[config.mk]
export PLATFORM = sky130hd
export DESIGN_NAME = fetch_stage
export DESIGN_NICKNAME = d
export VERILOG_FILES = /design/src/rtl/rv_pkg.sv /design/src/rtl/fetch_stage_if_id_reg.sv /design/src/rtl/fetch_stage.sv
export SDC_FILE = /design/constraint.sdc
export NUM_CORES = 1
export LEC_CHECK = 0
export BUFFER_PORTS_ARGS = -buffer_cell sky130_fd_sc_hd__buf_4
export CELL_PAD_IN_SITES_DETAIL_PLACEMENT = 0
export CELL_PAD_IN_SITES_GLOBAL_PLACEMENT = 2
export CORE_MARGIN = 2
export CORE_UTILIZATION = 32
export DETAILED_ROUTE_END_ITERATION = 8
export PLACE_DENSITY_LB_ADDON = 0.1
export SYNTH_ARGS = -nofsm -noshare
export SYNTH_HDL_FRONTEND = slang
export SYNTH_HIERARCHICAL = 1
export SYNTH_SLANG_ARGS = --single-unit
[constraint.sdc]
create_clock -name clk -period 2.6 [get_ports clk]
set_input_delay 0.52 -clock clk [delete_from_list [all_inputs] [get_ports clk]]
set_output_delay 0.52 -clock clk [all_outputs]
set_load 0.05 [all_outputs]
[src/rtl/rv_pkg.sv]
// ---------------------------------------------------------------------------
// rv_pkg
//   Shared types and constants for the RV32I pipeline front end.
//
//   Contents:
//     DEFAULT_RESET_PC  : PC loaded when the core leaves reset
//     DEFAULT_NOP_INSTR : bubble encoding, addi x0,x0,0
//     fetch_state_t     : fetch sequencer states
//     if_id_t           : contents of the IF/ID pipeline register
//     align_word()      : clears the byte-offset bits of an address
//     bubble_entry()    : builds an IF/ID entry that carries no instruction
// ---------------------------------------------------------------------------
package rv_pkg;

  localparam logic [31:0] DEFAULT_RESET_PC  = 32'h0000_0000;
  localparam logic [31:0] DEFAULT_NOP_INSTR = 32'h0000_0013;

  // FETCH    : a request for PC_F is on the instruction-memory port
  // BUFFERED : a returned word waits in the skid buffer for decode
  // DISCARD  : the outstanding request belongs to a squashed path
  typedef enum logic [1:0] {
    FETCH    = 2'd0,
    BUFFERED = 2'd1,
    DISCARD  = 2'd2
  } fetch_state_t;

  typedef struct packed {
    logic [31:0] pc;
    logic [31:0] pcplus4;
    logic [31:0] instr;
    logic        valid;
  } if_id_t;

  // Instructions are word aligned, so redirect targets drop bits [1:0].
  function automatic logic [31:0] align_word(input logic [31:0] addr);
    return {addr[31:2], 2'b00};
  endfunction

  // A bubble carries the NOP encoding and zeroed PC fields so that decode
  // sees a harmless instruction even if it ignores the valid bit.
  function automatic if_id_t bubble_entry(input logic [31:0] nop_instr);
    if_id_t entry;
    entry.pc      = 32'h0000_0000;
    entry.pcplus4 = 32'h0000_0000;
    entry.instr   = nop_instr;
    entry.valid   = 1'b0;
    return entry;
  endfunction

endpackage

[src/rtl/fetch_stage_if_id_reg.sv]
// ---------------------------------------------------------------------------
// if_id_reg
//   IF/ID pipeline register. Holds one if_id_t entry for the decode stage.
//
//   Ports:
//     clk     in   system clock, rising edge
//     rst_n   in   synchronous active-low reset, loads a bubble
//     en      in   1 = load d this cycle, 0 = hold
//     bubble  in   1 = load a bubble this cycle (wins over en)
//     d       in   next entry
//     q       out  current entry
// ---------------------------------------------------------------------------
module if_id_reg
  import rv_pkg::*;
#(
  parameter logic [31:0] NOP_INSTR = DEFAULT_NOP_INSTR
) (
  input  logic   clk,
  input  logic   rst_n,
  input  logic   en,
  input  logic   bubble,
  input  if_id_t d,
  output if_id_t q
);

  // The bubble request wins over the enable so that a flush still squashes
  // the register while decode is otherwise holding its contents.
  always_ff @(posedge clk) begin
    if (!rst_n) begin
      q <= bubble_entry(NOP_INSTR);
    end else if (bubble) begin
      q <= bubble_entry(NOP_INSTR);
    end else if (en) begin
      q <= d;
    end
  end

endmodule

[src/rtl/fetch_stage.sv]
// ---------------------------------------------------------------------------
// fetch_stage
//   Instruction-fetch front end of the 5-stage RV32I pipeline. Owns PC_F,
//   the instruction-memory request handshake, a one-entry skid buffer and
//   the IF/ID pipeline register.
//
//   Ports:
//     clk         in   system clock, rising edge
//     rst_n       in   synchronous active-low reset
//     Stall_F     in   1 = PC may advance, 0 = hold
//     Stall_D     in   1 = IF/ID may load, 0 = hold
//     Flush_D     in   1 = IF/ID loads a bubble this cycle
//     PCSrc_E     in   1 = taken branch/jump in EX, redirect fetch
//     PCTarget_E  in   redirect target (bits [1:0] ignored)
//     imem_req    out  instruction-memory request
//     imem_addr   out  request address, always PC_F
//     imem_ready  in   response valid this cycle (may be zero-wait)
//     imem_rdata  in   instruction word, valid with imem_ready
//     PC_D        out  IF/ID PC
//     PCPlus4_D   out  IF/ID PC+4
//     Instr_D     out  IF/ID instruction
//     Valid_D     out  IF/ID holds a real instruction
// ---------------------------------------------------------------------------
module fetch_stage
  import rv_pkg::*;
#(
  parameter logic [31:0] RESET_PC  = DEFAULT_RESET_PC,
  parameter logic [31:0] NOP_INSTR = DEFAULT_NOP_INSTR
) (
  input  logic        clk,
  input  logic        rst_n,
  input  logic        Stall_F,
  input  logic        Stall_D,
  input  logic        Flush_D,
  input  logic        PCSrc_E,
  input  logic [31:0] PCTarget_E,
  output logic        imem_req,
  output logic [31:0] imem_addr,
  input  logic        imem_ready,
  input  logic [31:0] imem_rdata,
  output logic [31:0] PC_D,
  output logic [31:0] PCPlus4_D,
  output logic [31:0] Instr_D,
  output logic        Valid_D
);

  fetch_state_t state;
  logic [31:0]  pc_f;
  logic [31:0]  pc_f_plus4;
  logic [31:0]  redirect_pc;
  logic [31:0]  discard_pc;
  logic [31:0]  skid_pc;
  logic [31:0]  skid_instr;
  logic         req_q;

  if_id_t       if_id_d;
  if_id_t       if_id_q;
  logic         if_id_en;
  logic         if_id_bubble;
  logic         deliver;

  // PC+4 wraps naturally in 32 bits, so 0xFFFF_FFFC rolls over to zero.
  assign pc_f_plus4  = pc_f + 32'd4;
  assign redirect_pc = align_word(PCTarget_E);

  // The address is the PC register itself. PC_F only moves on a response or
  // while no request is outstanding, so the address never changes mid-request.
  assign imem_req  = req_q;
  assign imem_addr = pc_f;

  // Decide what IF/ID sees this cycle. A real instruction is offered either
  // straight from memory (FETCH with a response) or from the skid buffer
  // (BUFFERED). A redirect squashes whatever is on offer, and DISCARD never
  // offers anything because its response belongs to the wrong path. When
  // decode is enabled but nothing is on offer, a bubble is loaded instead.
  always_comb begin
    deliver = 1'b0;
    if_id_d = '{pc: pc_f, pcplus4: pc_f_plus4, instr: imem_rdata, valid: 1'b1};
    case (state)
      FETCH: begin
        deliver = imem_ready && !PCSrc_E;
      end
      BUFFERED: begin
        deliver = !PCSrc_E;
        if_id_d = '{pc: skid_pc, pcplus4: skid_pc + 32'd4, instr: skid_instr,
                    valid: 1'b1};
      end
      default: begin
        deliver = 1'b0;
      end
    endcase
    if_id_en     = Stall_D;
    if_id_bubble = Flush_D || (Stall_D && !deliver);
  end

  // Fetch sequencer: owns PC_F, the request flag, the skid buffer and the
  // latched redirect target.
  //  - A response that decode cannot take is parked in the skid buffer and
  //    the request is withdrawn until decode drains it.
  //  - A response squashed by Flush_D does not advance the PC, so the same
  //    address is simply fetched again.
  //  - A redirect that arrives while a request is still in flight cannot
  //    move the address, so the target is remembered and the stale response
  //    is thrown away in DISCARD. Newer redirects replace the remembered one.
  //  - Redirects take effect regardless of Stall_F.
  always_ff @(posedge clk) begin
    if (!rst_n) begin
      state      <= FETCH;
      pc_f       <= RESET_PC;
      req_q      <= 1'b1;
      discard_pc <= 32'h0000_0000;
      skid_pc    <= 32'h0000_0000;
      skid_instr <= NOP_INSTR;
    end else begin
      case (state)
        FETCH: begin
          if (PCSrc_E) begin
            if (imem_ready) begin
              pc_f <= redirect_pc;
            end else begin
              discard_pc <= redirect_pc;
              state      <= DISCARD;
            end
          end else if (imem_ready && !Flush_D) begin
            if (Stall_D) begin
              if (Stall_F) begin
                pc_f <= pc_f_plus4;
              end
            end else begin
              skid_pc    <= pc_f;
              skid_instr <= imem_rdata;
              state      <= BUFFERED;
              req_q      <= 1'b0;
            end
          end
        end

        BUFFERED: begin
          if (PCSrc_E) begin
            pc_f  <= redirect_pc;
            state <= FETCH;
            req_q <= 1'b1;
          end else if (Flush_D) begin
            state <= FETCH;
            req_q <= 1'b1;
          end else if (Stall_D) begin
            if (Stall_F) begin
              pc_f <= pc_f_plus4;
            end
            state <= FETCH;
            req_q <= 1'b1;
          end
        end

        DISCARD: begin
          if (imem_ready) begin
            pc_f  <= PCSrc_E ? redirect_pc : discard_pc;
            state <= FETCH;
          end else if (PCSrc_E) begin
            discard_pc <= redirect_pc;
          end
        end

        default: begin
          state <= FETCH;
          req_q <= 1'b1;
        end
      endcase
    end
  end

  if_id_reg #(
    .NOP_INSTR (NOP_INSTR)
  ) u_if_id_reg (
    .clk    (clk),
    .rst_n  (rst_n),
    .en     (if_id_en),
    .bubble (if_id_bubble),
    .d      (if_id_d),
    .q      (if_id_q)
  );

  assign PC_D      = if_id_q.pc;
  assign PCPlus4_D = if_id_q.pcplus4;
  assign Instr_D   = if_id_q.instr;
  assign Valid_D   = if_id_q.valid;

endmodule

# == Yosys cells after proc, flatten, opt, wreduce, memory -nomap -nowiden ==
# Index checks and enable logic that the tools add are counted.
# word_totals
output_inout_bits,130
reg_bits,228
elab_cells,79
# op_classes
n_addsub,2
eq_ne,15
bitwise,4
n_mux,32
n_reduce_logical,16
# ops
op,n
$mux 32,12
$mux 97,1
$pmux 32 s3,1
$add 32x3->32 const B,2
$pmux 32 s2,1
$mux 2,8
$ne 3x3->1 const B,5
$reduce_and 5->1,3
$ne 2x2->1 const B,7
$reduce_and 4->1,2
$mux 1,6
$pmux 2 s3,1
$ne 4x4->1 const B,1
$not 1->1,4
$logic_and 1x1->1,3
$logic_not 1->1,3
$pmux 1 s3,1
$reduce_bool 3->1,1
$eq 2x1->1 const B,1
$eq 2x2->1 const B,1
$logic_not 2->1,1
$pmux 1 s2,1
$reduce_bool 2->1,1
$reduce_or 2->1,1
$logic_or 1x1->1,1

# == Longest topological paths before layout ==
# Gate-level depths: netlist of run 1.
# depth
depth_word,7
ltp_mapped,9

# == Modules after synthesis ==
# Netlist of run 1, hierarchy kept.
# by_module_without_submodules
mod,area_per_inst_um2,cells_per_inst,instances
fetch_stage,7667.4,1135,1
if_id_reg,3465.8,314,1

# == Worst setup path before layout of run 1 ==
# Ideal clock, no wire load.
# synth_timing
kind,register to register
startpoint,"reg pc_f[10], in the netlist imem_addr[10]"
endpoint,reg u_if_id_reg/q[52] in the netlist's numbering
synth_period_minus_slack_ns,2.321
t_arrival_ns,2.194
setup_ns,0.128
setup_slack_ns,0.279
t_required_ns,2.472
path_stages_with_launch,10
cell_sequence,dfxtp_1 -> buf_2 -> nand4_4 -> nor4_2 -> buf_2 -> and3_1 -> xnor2_1 -> mux2i_1 -> mux2i_1 -> nor2_1
# synth_rtl
element,line,rtl
"start, declared",fetch_stage.sv:48,logic [31:0] pc_f;
"start signal, assigned",fetch_stage.sv:119,pc_f <= redirect_pc;
"start signal, assigned",fetch_stage.sv:127,pc_f <= pc_f_plus4;
"start signal, assigned",fetch_stage.sv:140,pc_f <= redirect_pc;
"end signal, assigned",fetch_stage_if_id_reg.sv:30,q <= bubble_entry(NOP_INSTR);
"end signal, assigned",fetch_stage_if_id_reg.sv:32,q <= bubble_entry(NOP_INSTR);
"end, declared",fetch_stage_if_id_reg.sv:23,output if_id_t q

==> run metrics, run 1 <==
status finished clean; Crit. End Element flop; register area 4560 sq um; Fmax 452 MHz; largest cells by area after synthesis dfxtp_1, nand2_1, mux2i_1, a21oi_1, nor2_1; post-synthesis cell count 1449; wire length per cell 18.0 um; top cell type's share of synthesized area 41.0%; # setup viols final 0; Starting DRT DRC Count 480; Hold Crit Start imem_rdata[4]; clk buf depth 3; RSZ-0062 raised after global routing false; Setup Buffers After CTS 0; fin. max-slew vios 0; largest net degree at the start of global routing 84; synth warn 6; CTS buffer count 28; via-per-instance ratio 4.91; height of the die 191 um; critical path startpoint imem_addr[2]; Final ANT Viol Nets 0; Final nets 1693; Remaining Overflow, GRT 0; Slowest-stage cell, CP nor4_4; Netlist cell types 63; top post-synthesis cells by count nand2_1, dfxtp_1, nor2_1; main flop type after synthesis dfxtp_1; Tightest Pin Transition 0.833 ns; Reg-to-Reg Start imem_addr[2]; GPL Wtd Cong 0.804; asr flop ratio synth 0%; total power 8.62 mW; CTS H-Tree Depth 1; Filler cells 3608; CTS root buffer clkbuf_16; Synthesized Nets 1522; area grow syn2layout 26.7%; area of the multi-input gates 6010 sq um; Worst setup SP type flop; io pins 201; Hold Path Class in -> reg; vias in the first global route 9774; largest stage delay on the critical path 0.39 ns; Seq cells post-synth 228; initial antenna violation count 0; global-route wire length before repair 58.4 mm; CTS tree done; Final Hold Fails 0; DR vias 10300; Die Footprint 36300 sq um; total track usage 20.4%; maximum fanout along the worst path 5; Core ar. 34400 sq um; Ant. Diodes 0; total negative slack 0 ns; Initial Util 32.4%; crit-path cells ha_1 -> nand4_1 -> nor4_4 -> buf_4 -> nand4_1 -> xor2_1 -> mux2i_1 -> mux2i_1 -> nor2_1; Post-synth EDFFs 0; CP arrival 2.64 ns; post-synthesis sequential area ratio 41.0%; post-CTS sizing 0; Slew headroom 44.5%; Die Width 191 um; WS Path Type reg -> reg; VDD IR-drop max 0.000478 V; Pleak 5.95 nW; Post-DP HPWL 25.3 mm; Avg Inst Size Synth 7.68 sq um; top cell type by total area after synthesis dfxtp_1; clk_skew 0.0181 ns; reg2reg setup slack 0.39 ns; Final Cycle Share 85.1%; MaxCap Viol Count 0; crit path time final 2.21 ns; CTS Hold Bufs 0; top-count cell post-synth nand2_1; DRC Markers 0; Skew-Pair Late Insertion Delay 0.55 ns; required time of the worst setup path 3.03 ns; Clock Sink Count 228; layout cells sized above 1 19.8%; drt pass-1 iters 5; synthesized area 11100 sq um; Port-buffer cells 198; FP Rows 68; final WL 37.7 mm; pwr dens 612 nW/um^2; CTS clock-pin slew for the worst setup and hold paths 0.06 ns
registers in the layout, summed over array words and instances (netlist names):
name and flops:
imem_addr 32, state 2, skid_pc 32, imem_req 1
discard_pc 32, skid_instr 32, u_if_id_reg/q 97
kinds of logic after synthesis:
family	after synthesis	synth area share, %
AO/OA/AOI/OAI	225	11.9
XOR/XNOR	54	4.25
adder cells (fa/ha/maj)	2	0.225
buffers and inverters	125	5.38
flip-flops	228	41.0
multiplexers	116	10.4
other	1	0.0337
AND/OR/NAND/NOR	698	26.8
area by class of cell:
cell class / count / area share, %
clock buffer: 44 / 6.04
clock inverter: 4 / 0.319
inverter: 5 / 0.142
multi-input combinational: 1096 / 42.6
sequential: 228 / 32.4
tap: 455 / 4.04
timing repair buffer: 261 / 14.5
critical path, delay by kind of cell, from the launching register on:
kind          cells  cell delay (ns)
simple gates      4             0.91
flops             1             0.33
fa+ha+maj         1             0.26
mux               2             0.23
buf+inv           1             0.21
xor+xnor          1             0.17
metal layers:
layer  part of all wire, %  global-route usage, %  vias to the layer above
met5                     0                      0                        -
li1                      -                      -                     5207
met1                    51                   30.4                     4813
met4                   1.5                   4.23                        0
met2                    43                   31.4                      228
met3                   4.5                   2.36                       34
cells in the final DEF, fill, tap and decap left out, types with 6 or more instances in the layout:
master     netlist  final
a211oi_1         7      7
a21oi_1        131    131
and2_1           6      6
and3_1          26     26
buf_12           3      6
buf_4            6    254
clkbuf_1        66      8
clkbuf_16        0     29
clkbuf_8         0      7
dfxtp_1        228    228
mux2i_1        115    115
nand2_1        429    429
nand3_1         31     31
nand4_1         27     27
nor2_1         134    133
nor3_1           8      7
nor4_1           7      7
o21a_1           6      6
o21ai_0         32     32
o31a_1           6      6
xnor2_1         19     19
xor2_1          35     35
through the flow:
| step | std cells | area [sq um] | util, % | setup slack, ns | hold slack, ns |
|---|---|---|---|---|---|
| after floorplan | 1449 | 11100 | - | 0.279 | 0.432 |
| after global placement | 2045 | 13200 | 38.4 | 0.339 | 0.437 |
| after detailed placement | 2045 | 13200 | 38.4 | 0.364 | 0.442 |
| after CTS | 2093 | 14100 | 41.0 | 0.357 | 0.178 |
| after global routing | 2093 | 14100 | 41.0 | 0.171 | 0.196 |
| final | 2093 | 14100 | 41.0 | 0.387 | 0.204 |
power by group:
group          switching, mW  internal (mW)  total [mW]
Sequential            0.0766           3.58        3.66
Combinational          0.713          0.402        1.11
Clock                   1.53           2.32        3.85
worst paths after layout:
check | to | cells after the start
setup / recovery | u_if_id_reg/q[55] | 9
hold / removal | skid_instr[4] | 3
setup reg to reg | u_if_id_reg/q[55] | 9
hold reg to reg | discard_pc[18] | 2
(Power assumes the default switching activity.)
==> run 2, diff against run 1 <==
--- a/config.mk
+++ b/config.mk
@@ -10,9 +10,9 @@
 export CELL_PAD_IN_SITES_GLOBAL_PLACEMENT = 2
 export CORE_MARGIN = 2
 export CORE_UTILIZATION = 32
+export CTS_CLUSTER_DIAMETER = 50
 export DETAILED_ROUTE_END_ITERATION = 8
 export PLACE_DENSITY_LB_ADDON = 0.1
 export SYNTH_ARGS = -nofsm -noshare
 export SYNTH_HDL_FRONTEND = slang
-export SYNTH_HIERARCHICAL = 1
 export SYNTH_SLANG_ARGS = --single-unit
==> run 2 against run 1 <==
  * Clock skew is 0.0040 ns lower
  * Hold slack better by 0.023 ns
  * First-iteration DRC count rose by 66%
  * Synthesized cell count is 5.4% lower
  * Clock power is 22% higher
  * Combinational power about the same
  * Sequential power is essentially flat
  * Total power rose by 9.3%
  * Clock-buffer cell count increased by 4
  * Register-to-register slack worse by 0.06 ns
  * Wire length is 0.75% higher
==> run metrics, run 2 <==
status finished clean; via-per-instance ratio 5.04 (+2.7%); crit-path cells nor2_1 -> o31ai_1 -> nand3_1 -> nor2_2 -> a22oi_1 -> o21ai_0; largest cells by area after synthesis dfxtp_1, nand2_1, a21boi_0, a311oi_1, nor2_1; top-count cell post-synth nand2_1; final worst slack 0.328 ns (-0.0585 ns); top cell type's share of synthesized area 42.2% (+1.2 points); total track usage 21.3% (+0.94 points); Synthesized Nets 1444 (-5.1%); CTS tree done; io pins 201 (unchanged); Psw 2.55 mW (+9.9%); Final ANT Viol Nets 0 (unchanged); global-route wire length before repair 58.6 mm (+0.37%); Fmax 440 MHz (-2.6%); main flop type after synthesis dfxtp_1; DR vias 10200 (-1.1%); total negative slack 0 ns (unchanged); initial antenna violation count 0 (unchanged); MaxCap Viol Count 0 (unchanged); CTS Hold Bufs 0 (unchanged); FP Rows 67 (-1.5%); pwr dens 672 nW/um^2 (+9.9%); Avg Inst Size Synth 7.83 sq um (+1.9%); largest net degree at the start of global routing 93 (+11%); Seq pwr share 38.6% (-3.9 points); # setup viols final 0 (unchanged); switching share of total power 27.0% (+0.13 points); Clock Sink Count 226 (-0.88%); largest stage delay on the critical path 0.57 ns (+0.18 ns); area grow syn2layout 30.8%; WP buf/inv 0 (-1); DRC Markers 0 (unchanged); synth warn 0 (-6); post-CTS sizing 0 (unchanged); height of the die 187 um (-1.8%); layout cells sized above 1 22.1% (+2.3 points); Hold Path Depth 3 (unchanged); maximum fanout along the worst path 10 (+5); Core ar. 33300 sq um (-3.2%); most frequent cells in the layout nand2_1, buf_4, dfxtp_1; commonest non-fill, non-tap cell in the layout nand2_1; Hold Path Class in -> reg; P_int 6.88 mW (+9.1%); Die Width 187 um (-1.8%); Setup Buffers After CTS 0 (unchanged); Worst setup SP type flop; family with the most delay on the worst path simple AND/OR/NAND/NOR gates; Comb power frac 11.6% (-1.3 points); Final Hold Fails 0 (unchanged); CTS H-Tree Depth 2 (+1); Starting DRT DRC Count 797 (+66%); Initial Util 32.2% (-0.15 points); worst slack, placed 0.190 ns (-0.175 ns); Final Cell Area 14000 sq um (-0.51%); Tightest Pin Transition 0.735 ns (-0.0980 ns); Die Footprint 35000 sq um (-3.6%); dpl cell area 12900 sq um (-2.6%); Crit. End Element flop; WS Path Type reg -> reg; vias in the first global route 9524 (-2.6%); Netlist cell types 63 (unchanged); CP arrival 2.70 ns (+0.06 ns); Port-buffer cells 198 (unchanged); wire length per cell 18.8 um (+4.5%); post-synthesis cell count 1371 (-5.4%); synthesized area 10700 sq um (-3.6%); Skew-Pair Late Insertion Delay 0.52 ns (-0.03 ns); clock share of power 49.7% (+5.1 points); Final Cycle Share 87.4% (+2.2 points); Slew headroom 50.9% (+6.4 points); GPL Wtd Cong 0.860 (+6.9%); required time of the worst setup path 3.03 ns (about the same); Final nets 1617 (-4.5%); CTS clock-pin slew for the worst setup and hold paths 0.06 ns (about the same); register with the most flip-flops u_if_id_reg.q; Ant. Diodes 0 (unchanged); Remaining Overflow, GRT 0 (unchanged); Seq cells post-synth 226 (-0.88%); top cell type by total area after synthesis dfxtp_1; clk_skew 0.0142 ns (-0.00395 ns); R2R depth 6 (-3); Pleak 5.40 nW (-9.2%); Crit. path cell count 6 (-3); clk buf depth 3 (unchanged); final WL 38.0 mm (+0.75%); drt pass-1 iters 5 (unchanged); CTS root buffer clkbuf_16; fin. max-slew vios 0 (unchanged); max reg flops 95 (-2.1%); Post-synth EDFFs 0 (unchanged); CTS buffer count 35 (+25%); Slowest-stage cell, CP dfxtp_1; top post-synthesis cells by count nand2_1, dfxtp_1, nor2_1; RSZ-0062 raised after global routing false; crit path time final 2.27 ns (+0.0585 ns); Post-DP HPWL 25.8 mm (+1.9%); post-synthesis sequential area ratio 42.2% (+1.2 points); final core occ 42.2% (+1.1 points); asr flop ratio synth 0% (unchanged); VDD IR-drop max 0.000343 V (-28%)
-- run 2: layout make-up --
cell class	count	area, sq um
fillers	3483	19300
multi-input cells	1012	5700
flip-flops and latches	226	4520
repair buffers	257	2030
clock buffers	48	1010
well taps	448	561
clock inverters	14	159
inverters	12	45.0
-- run 2: logic make-up (layout without fill, tap and decap cells) --
group           after synthesis  count (layout)  synth area share [%]
compound gates              328             328                  21.8
xor+xnor                     52              52                  4.24
fa+ha+maj                     2               2                 0.233
buf+inv                     133             331                  5.05
flops                       226             226                  42.2
mux                           3               3                 0.280
simple gates                627             627                  26.3
-- run 2: per-stage QoR --
step                      power, mW  hold slack [ns]  cells
after floorplan                4.36            0.438   1371
after global placement         4.81            0.445   1955
after detailed placement       4.82            0.453   1955
after CTS                      9.54            0.208   2017
after global routing           9.79            0.228   2017
final                          9.43            0.227   2017
-- run 2: power groups by stage --
| stage | registers [mW] | logic [mW] | clock network, mW |
|---|---|---|---|
| CTS | 3.64 | 1.10 | 4.80 |
| floorplan | 3.92 | 0.440 | 0 |
| detailed placement | 3.72 | 1.10 | 0 |
| global route | 3.66 | 1.18 | 4.95 |
| global placement | 3.72 | 1.10 | 0 |
| finish | 3.64 | 1.10 | 4.69 |
-- run 2: worst min-delay path, stage by stage --
cell and delay (ns):
buf_4 0.08, nand2_1 0.04, nand3_1 0.06
-- run 2: worst paths after layout --
path | startpoint | endpoint | slack [ns]
max | state[0] | u_if_id_reg.q[63] | 0.33
min reg2reg | discard_pc[25] | discard_pc[25] | 0.46
max reg2reg | state[0] | u_if_id_reg.q[63] | 0.33
min | imem_rdata[1] | skid_instr[1] | 0.23
-- run 2: per-layer routing --
metal | up-vias | wire length [um] | global-route usage (%)
met4 | 0 | 734 | 5.40
met2 | 272 | 15800 | 30.6
met1 | 4776 | 19600 | 33.0
met5 | - | 0 | 0
met3 | 43 | 1890 | 3.06
li1 | 5083 | - | -
==> run 3, diff against run 2 <==
--- a/config.mk
+++ b/config.mk
@@ -9,8 +9,9 @@
 export CELL_PAD_IN_SITES_DETAIL_PLACEMENT = 0
 export CELL_PAD_IN_SITES_GLOBAL_PLACEMENT = 2
 export CORE_MARGIN = 2
-export CORE_UTILIZATION = 32
-export CTS_CLUSTER_DIAMETER = 50
+export CORE_UTILIZATION = 33
+export CTS_BUF_LIST = sky130_fd_sc_hd__clkbuf_8
+export CTS_CLUSTER_DIAMETER = 120
 export DETAILED_ROUTE_END_ITERATION = 8
 export PLACE_DENSITY_LB_ADDON = 0.1
 export SYNTH_ARGS = -nofsm -noshare
==> run 3 against run 2 <==
  * Via count fell by 0.51%
  * Register-to-register slack improved by 0.08 ns
  * Die area is 3.0% lower
  * Hold slack worse by 0.036 ns
  * Final cell count increased by 0.35%
  * Combinational power is essentially flat
  * Non-clock buffer count down 3
  * Total power shrank 14%
  * Clock-buffer cell count rose by 3
  * Clock power is 28% lower
==> run metrics, run 3 (synthesized netlist as in run 2, its figures left out) <==
Core ar. 32300 sq um (-3.0%); initial antenna violation count 0 (unchanged); CP arrival 2.61 ns (-0.09 ns); MaxCap Viol Count 0 (unchanged); Die Footprint 34000 sq um (-3.0%); CTS H-Tree Depth 2 (unchanged); crit-path cells nand2b_1 -> nand2_1 -> and2_1 -> buf_4 -> o21ai_0 -> nand3_1 -> o21ai_0; Remaining Overflow, GRT 0 (unchanged); Final Hold Fails 0 (unchanged); vias in the first global route 9252 (-2.9%); global-route wire length before repair 57.8 mm (-1.4%); Starting DRT DRC Count 750 (-5.9%); Port-buffer cells 198 (unchanged); total power 8.10 mW (-14%); R2R depth 7 (+1); CTS buffer count 44 (+26%); Hold Path Class in -> reg; pwr dens 595 nW/um^2 (-11%); Slowest-stage cell, CP and2_1; Final ANT Viol Nets 0 (unchanged); FP Rows 66 (-1.5%); wire length per cell 18.7 um (-0.75%); Fmax 456 MHz (+3.6%); Hold Path Depth 3 (unchanged); Slew headroom 23.8% (-27 points); GPL Wtd Cong 0.836 (-2.8%); Final nets 1623 (+0.37%); clk buf depth 3 (unchanged); Post-DP HPWL 24.9 mm (-3.2%); total negative slack 0 ns (unchanged); commonest non-fill, non-tap cell in the layout nand2_1; DR vias 10100 (-0.51%); CP dominant cell by count o21ai_0; Setup Buffers After CTS 0 (unchanged); crit path time final 2.19 ns (-0.0783 ns); Ant. Diodes 0 (unchanged); Skew-Pair Late Insertion Delay 0.56 ns (+0.04 ns); clk_skew 0.0177 ns (+0.00351 ns); Die Width 184 um (-1.5%); # setup viols final 0 (unchanged); Final Cycle Share 84.4% (-3.0 points); Worst setup SP type flop; area grow syn2layout 26.8%; drt pass-1 iters 5 (unchanged); VDD IR-drop max 0.000262 V (-24%); final WL 37.8 mm (-0.41%); Hold WS 0.191 ns (-0.0357 ns); status finished clean; fin. max-slew vios 0 (unchanged); maximum fanout along the worst path 14 (+4); DRC Markers 0 (unchanged); height of the die 184 um (-1.5%); WS Path Type reg -> reg; required time of the worst setup path 3.02 ns (about the same); post-CTS sizing 0 (unchanged); final core occ 42.1% (about the same); register with the most flip-flops u_if_id_reg.q; Pleak 5.29 nW (-2.0%); RSZ-0062 raised after global routing false; largest stage delay on the critical path 0.58 ns (about the same); largest net degree at the start of global routing 157 (+69%); max reg flops 95 (unchanged); total track usage 22.0% (+0.70 points); via-per-instance ratio 5.00 (-0.86%); CTS root buffer clkbuf_8; Clock Sink Count 226 (unchanged); most frequent cells in the layout nand2_1, buf_4, dfxtp_1; CTS tree done; Tightest Pin Transition 1.14 ns (+0.404 ns); CTS Hold Bufs 0 (unchanged); layout cells sized above 1 21.7% (-0.37 points); Initial Util 33.2% (+0.99 points); io pins 201 (unchanged); CTS clock-pin slew for the worst setup and hold paths 0.06 ns (about the same); Crit. End Element flop
## run 3: cell types whose count changed in the layout (fill, tap and decap cells not counted)
cell | before | now
clkbuf_8 | 9 | 51
clkinv_8 | 2 | 0
clkbuf_16 | 35 | 0
bufinv_16 | 2 | 0
clkbuf_1 | 4 | 0
buf_12 | 8 | 5
inv_1 | 12 | 32
inv_6 | 1 | 0
clkinv_4 | 2 | 0
## run 3: power by group
group	internal (mW)	switching, mW	total, mW	leakage [nW]
sequential	3.57	0.0764	3.64	1.83
clock	1.78	1.58	3.36	0.493
combinational	0.369	0.727	1.10	2.97
total	5.71	2.39	8.10	5.29
## run 3: path summary, 6_finish.rpt
path | from | to | slack (ns)
worst max-delay path | state[0] | imem_addr[9] | 0.41
worst min-delay path | imem_rdata[1] | skid_instr[1] | 0.19
worst max register to register | state[0] | imem_addr[9] | 0.41
worst min register to register | discard_pc[31] | discard_pc[31] | 0.46
## run 3: layout make-up
cell class                      instances  area (sq um)
Tap cell                              442           553
Inverter                               12          45.0
Clock buffer                           51           702
Sequential cell                       226          4520
Fill cell                            3388         18700
Clock inverter                         27           115
Multi-Input combinational cell       1012          5700
Timing Repair Buffer                  254          1970
## run 3: per-layer routing
metal	GRT usage (%)	wire (um)	up-vias
li1	-	-	5086
met1	34.8	19800	4744
met2	30.9	15600	246
met3	3.22	1840	46
met4	5.02	581	0
met5	0	0	-
## run 3: stage by stage
stage / cells / cell area, sq um / setup WS [ns]
floorplan: 1371 / 10700 / 0.264
global placement: 1946 / 12800 / 0.339
detailed placement: 1946 / 12800 / 0.313
CTS: 2024 / 13600 / 0.377
global route: 2024 / 13600 / 0.200
finish: 2024 / 13600 / 0.407
## run 3: critical path, delay by kind of cell, from the launching register on
family | cells | cell delay (ns)
and+or+nand+nor | 4 | 1.11
DFF | 1 | 0.45
buffers and inverters | 1 | 0.30
AOI/OAI and AO/OA | 2 | 0.19
